==> src/rtl/mpu_window_packer.sv <==
// mpu_window_packer: detects motion onset against a running idle baseline,
// captures a 30-sample window and presents it as a packed 960-bit bus.
module mpu_window_packer #(
    parameter int MOTION_THRESH = 200,
    parameter int TIMEOUT       = 1000,
    parameter int MOV_HOLD      = 4
) (
    input  logic         clk,
    input  logic         reset,
    input  logic         sample_valid,
    output logic         sample_ready,
    input  logic [31:0]  sample_data,
    input  logic [4:0]   ldr_in,
    output logic [959:0] mpu,
    output logic [4:0]   ldr_out,
    output logic         mov,
    output logic         abort
);
    localparam int TW = $clog2(TIMEOUT + 1);
    localparam int HW = $clog2(MOV_HOLD + 1);

    typedef enum logic [1:0] {IDLE, CAPTURE, PRESENT} state_t;

    state_t        state_q;
    logic [31:0]   buf_q [30];
    logic [31:0]   base_q;
    logic          base_valid_q;
    logic [4:0]    count_q;
    logic [TW-1:0] timer_q;
    logic [HW-1:0] hold_q;
    logic [32:0]   diff, mag;
    logic          accept, trig;

    assign accept = sample_valid && sample_ready;
    // sign-extend to 33 bits so extreme opposite-sign samples cannot wrap
    assign diff   = {sample_data[31], sample_data} - {base_q[31], base_q};
    assign mag    = diff[32] ? -diff : diff;
    assign trig   = mag > 33'(MOTION_THRESH);

    for (genvar i = 0; i < 30; i++) begin : g_pack
        assign mpu[32*i +: 32] = buf_q[i];
    end

    always_ff @(posedge clk or posedge reset) begin
        if (reset) begin
            state_q      <= IDLE;
            for (int k = 0; k < 30; k++) buf_q[k] <= '0;
            base_q       <= '0;
            base_valid_q <= 1'b0;
            count_q      <= '0;
            timer_q      <= '0;
            hold_q       <= '0;
            ldr_out      <= '0;
            mov          <= 1'b0;
            abort        <= 1'b0;
            sample_ready <= 1'b1;
        end else begin
            abort <= 1'b0;
            case (state_q)
                IDLE: if (accept) begin
                    if (!base_valid_q) begin
                        base_q       <= sample_data;
                        base_valid_q <= 1'b1;
                    end else if (trig) begin
                        buf_q[0] <= sample_data;
                        count_q  <= 5'd1;
                        timer_q  <= '0;
                        state_q  <= CAPTURE;
                    end else begin
                        base_q <= sample_data;
                    end
                end
                CAPTURE: if (accept) begin
                    buf_q[count_q] <= sample_data;
                    timer_q        <= '0;
                    if (count_q == 5'd29) begin
                        ldr_out      <= ldr_in;
                        count_q      <= '0;
                        hold_q       <= '0;
                        mov          <= 1'b1;
                        sample_ready <= 1'b0;
                        state_q      <= PRESENT;
                    end else begin
                        count_q <= count_q + 5'd1;
                    end
                end else if (timer_q == TW'(TIMEOUT - 1)) begin
                    abort   <= 1'b1;
                    count_q <= '0;
                    timer_q <= '0;
                    state_q <= IDLE;
                end else begin
                    timer_q <= timer_q + TW'(1);
                end
                PRESENT: if (hold_q == HW'(MOV_HOLD - 1)) begin
                    mov          <= 1'b0;
                    sample_ready <= 1'b1;
                    base_q       <= buf_q[29];
                    state_q      <= IDLE;
                end else begin
                    hold_q <= hold_q + HW'(1);
                end
                default: state_q <= IDLE;
            endcase
        end
    end
endmodule

==> config.mk <==
export PLATFORM = sky130hd
export DESIGN_NAME = mpu_window_packer
export DESIGN_NICKNAME = d
export VERILOG_FILES = /design/src/rtl/mpu_window_packer.sv
export SDC_FILE = /design/constraint.sdc
export NUM_CORES = 2
export LEC_CHECK = 0
export BUFFER_PORTS_ARGS = -buffer_cell sky130_fd_sc_hd__buf_2
export CORE_AREA = 2 2 389 391
export DETAILED_ROUTE_END_ITERATION = 8
export DIE_AREA = 0 0 391 393
export MAX_ROUTING_LAYER = met4
export PLACE_DENSITY = 0.5
export SYNTH_ARGS = -nofsm -noshare
export SYNTH_HDL_FRONTEND = slang
export SYNTH_SLANG_ARGS = --single-unit
==> constraint.sdc <==
create_clock -name clk -period 100.5 [get_ports clk]
set_input_delay 20.1 -clock clk [delete_from_list [all_inputs] [get_ports clk]]
set_output_delay 20.1 -clock clk [all_outputs]
set_load 0.005 [all_outputs]
==> results by group <==
Setup path
  – Most frequent cell on the critical path: buf_4
  – CP Max Fanout: 32
  – Buf/Inv on CP: 4
  – Crit-path cells: buf_2 > inv_1 > fa_1 > nor2b_1 > o2111ai_1 > a211oi_1 > or4_1 > a222oi_1 > buf_4 > and2_1 > mux2_2 > o211ai_2 > or4b_1 > nor4_4 > a221oi_4 > buf_4 > mux2_4
  – Crit Path Category: primary input to flip-flop
  – Reg-to-reg startpoint: base_q[0]$_DFFE_PP0P_
  – Reg-to-reg endpoint: mpu[6]$_DFFE_PP0P_
  – Critical Path AT: 25.93 ns
  – R2R setup slack: 94.74 ns
  – Required time worst endpoint: between 100 and 150 ns
  – Startpoint Class: primary input
  – Slowest-stage cell, CP: inv_1
  – Worst path top cell family by delay: simple AND/OR/NAND/NOR gates
  – Critical path endpoint category: flip-flop
  – CP peak stage delay: roughly 0.75 ns
  – R2R cell count: 15

Clocking
  – Post_cts resized: 0
  – CTS tree: done
  – Hold Buf Count CTS: 0
  – CTS clk-pin slew, worst paths: 0.06 ns
  – Clk_lat worst skew: about 0.73 ns
  – Num CTS Buffers: approximately 120
  – H-tree depth: 3
  – Root buffer cell: clkbuf_16
  – Clk sinks: 1021
  – Post-CTS setup buffer count: 0
  – Clock Path Buffers: 3

Hold path
  – Hold Path Depth: 2
  – Hold endpoint: mpu[864]$_DFFE_PP0P_
  – Beginning of the worst hold path: mpu[864]$_DFFE_PP0P_
  – Min-Delay Path Class: flip-flop to flip-flop

Floorplan
  – Die Wd: 391 um
  – Rows: 142
  – Die footprint: 154000 um^2
  – I/O pins: 1008
  – Core Footprint: 149000 um^2
  – Initial Util: 28.4%
  – Die Y-Extent: 393 um

Final layout
  – Share of layout cells above drive strength 1: 54.4%
  – Reg area: 25600 um^2
  – Final Cell Area: 53500 um^2
  – Nets: just over 4000
  – Layout Utilization: 35.8%
  – Finished Layout Cells: 6040
  – Area delta synth->final: 26.1%
  – Area of the multi-input gates: about 16000 um^2
  – Fillers: 14900

Timing
  – Unrepaired setup endpoints after global routing: false
  – Hold Vio Cnt, Final: 0
  – Final setup viols: 0
  – Relative slew margins: 11.6%
  – Setup Total Neg Slack: 0 ns
  – Worst-Margin Slew: 1.33 ns
  – Post-route setup slack: approximately 75 ns
  – Min Tclk post-route: 25.34 ns
  – Clock skew: 0.0264 ns
  – FMAX: 39.5 MHz
  – Fin. max-slew vios: 0
  – Fin crit share: between 20% and 30%

Routing
  – Wirelength, routed: 160000 um
  – Iteration-0 DRC Markers: 1466
  – Residual DRC count: 0
  – Vias per inst: 4.84
  – DRT Pass-1 Iters: 6
  – WL/cell: 26.4 um
  – Final antenna-violating net count: 0
  – Via count: roughly 30000

Place
  – Dpl hpwl: about 110000 um
  – Pre-CTS WS: approximately 74 ns
  – Final GP Congestion: between 0.8 and 0.9
  – IO Port Bufs: 1007
  – Placed Area: 49600 um^2
  – DP Cell Count: 5828

Logic synthesis
  – Yosys top cell by area: dfrtp_1
  – Area share of fa/ha/maj cells after synthesis: 1.23%
  – Largest family of logic cells by synthesized area: multiplexers
  – Post-synthesis async set-or-reset flop share: 100%
  – Compound-gate portion of the synthesized area: 4.93%
  – Syn Inst Count: 3042
  – Yosys reg bits: just over 1000
  – Syn_nets: 3123
  – Mapped cell area: 42400 um^2
  – Share of Yosys cell area claimed by the top area cell type: 60.2%
  – Top cells by area, synth: dfrtp_1 (60%), mux2_2 (23%), clkbuf_1 (2.0%)
  – Sequential fraction of the synthesis area: around three fifths
  – Top_reg_cell synth: dfrtp_1
  – Post-synthesis cell type count: 84
  – Post-Synth Simple-Gate Area: between 4 and 5%
  – Post-synth EDFFs: 0
  – Multiplexer area fraction after synthesis: between 20% and 30%
  – Synth Area in XOR/XNOR: 0.392%
  – Syn Area/Cell: 13.9 um^2
  – YS warnings: 0

GRT
  – Initial antenna violation count: 9
  – First-pass GRT wire length: 224000 um
  – Total global-route track usage: 20.8%
  – Vias in the first global route: 29500
  – Pin count of the biggest net entering global routing: 172
  – GRT Residual Overflow: 0

Pwr
  – PD cells: between 20 and 25 nW/um^2
  – Leak Pwr: 28.9 nW
  – Max IR drop VDD: 0.0140 mV

Run status
  – Status: finished clean

Flow run
  – Maxcap violations: 0
[through the flow]
step	power [mW]	hold WS, ns
finish	1.28	0.472
global route	1.35	0.493
CTS	1.30	0.479
detailed placement	0.868	0.466
global placement	0.864	0.458
floorplan	0.705	0.457
[synth_stat cells (4+ instances only)]
cell       instances
and3_1             8
nor3b_1            4
or3_1             13
mux2i_1           65
ha_1              40
a21oi_1           67
clkbuf_1         221
a21o_1            19
dfrtp_1         1020
a22oi_1            4
o31ai_1            8
buf_6              4
o21ai_1            5
nor4_1             7
o22ai_1            7
o41ai_1            4
o211a_1            7
and2_1            18
or4_1              7
buf_4              4
xnor2_1            9
o21a_1            10
a211o_1            4
nor2b_1            7
nor3_1            25
nor2_1            53
o21ai_0           96
o211ai_1          11
a41oi_1            4
xor2_1            10
a31oi_1           13
mux2_4            30
or2_2              5
nand2b_1           5
o2111ai_1          5
inv_1             49
nand4_1           27
nand2_1          152
mux2_2           884
nand3_1           30
a211oi_1          12
[per-layer routing]
| layer | vias up | GRT usage (%) | wire length [um] |
|---|---|---|---|
| met2 | 858 | 35.0 | 80400 |
| li1 | 12800 | - | - |
| met4 | 0 | 6.70 | 5390 |
| met1 | 15300 | 25.0 | 65500 |
| met3 | 226 | 4.21 | 8380 |
| met5 | - | - | 0 |
[worst reg2reg max path: stages, from the launching register on]
cell and delay, ns:
dfrtp_1 0.38, ha_1 0.22, fa_1 0.42, nor2b_1 0.24, o2111ai_1 0.33, a211oi_1 0.51, o21ai_0 0.28, a221oi_2 0.63
and4_4 0.36, nand3_2 0.15, o211ai_2 0.21, or4b_1 0.50, nor4_4 0.45, a221oi_4 0.12, buf_4 0.38, mux2_4 0.44
[logic make-up (layout without fill, tap and decap cells)]
group,count (synthesis),in the layout
AOI/OAI and AO/OA,318,318
other,0,4
buffers and inverters,282,1332
adders and majority gates,41,41
muxes,979,979
and+or+nand+nor,382,382
xor gates and xnor gates,19,19
DFF,1021,1021
[report_power, final]
group | leakage (nW) | switching [mW] | internal (mW)
clock | 1.88 | 0.179 | 0.247
combinational | 13.2 | 0.170 | 0.148
sequential | 13.7 | 0.0416 | 0.496
[layout by cell type, fill, tap and decap left out, types with 6 or more instances in the layout]
cell	netlist	routed
a211oi_1	12	12
a21o_1	19	19
a21oi_1	67	67
a31oi_1	13	13
and2_1	18	18
and3_1	8	8
buf_2	2	1007
buf_4	4	66
bufinv_16	0	7
clkbuf_1	221	23
clkbuf_16	0	115
clkbuf_8	0	24
clkinv_2	0	23
clkinvlp_4	0	6
dfrtp_1	1020	1020
ha_1	40	40
inv_1	49	48
mux2_2	884	884
mux2_4	30	30
mux2i_1	65	65
nand2_1	152	125
nand2_2	0	19
nand2_4	0	8
nand3_1	30	30
nand4_1	27	27
nor2_1	53	52
nor2b_1	7	6
nor3_1	25	25
nor4_1	7	7
o211a_1	7	7
o211ai_1	11	11
o21a_1	10	10
o21ai_0	96	96
o22ai_1	7	7
o31ai_1	8	8
or3_1	13	13
or4_1	7	7
xnor2_1	9	9
xor2_1	10	10
[final cells by class]
class                           count  area share [%]
Antenna cell                        4          0.0187
Clock buffer                      162            6.16
Clock inverter                     46           0.969
Inverter                           49           0.358
Multi-Input combinational cell   1739            29.7
Sequential cell                  1021            47.8
Tap cell                         1944            4.55
Timing Repair Buffer             1075            10.4
[flip-flops by register name, indices dropped and copies added (netlist names)]
name	flops
timer_q	10
sample_ready	1
base_valid_q	1
state_q	2
count_q	5
abort	1
base_q	32
mov	1
mpu	960
ldr_out	5
hold_q	3
[how the worst max path moves through the flow]
stage                        start             endpoint  slack, ns  depth (start not counted)
global route        sample_data[1]  mpu[30]$_DFFE_PP0P_      74.61                         16
detailed placement  sample_data[1]  mpu[15]$_DFFE_PP0P_      74.38                         17
CTS                 sample_data[1]   mpu[6]$_DFFE_PP0P_      75.15                         17
global placement    sample_data[1]  mpu[12]$_DFFE_PP0P_      74.41                         17
floorplan                    reset      abort$_DFF_PP0_      51.67                          1
finish              sample_data[1]   mpu[6]$_DFFE_PP0P_      75.16                         17
Power figures use the tool's default switching activity.
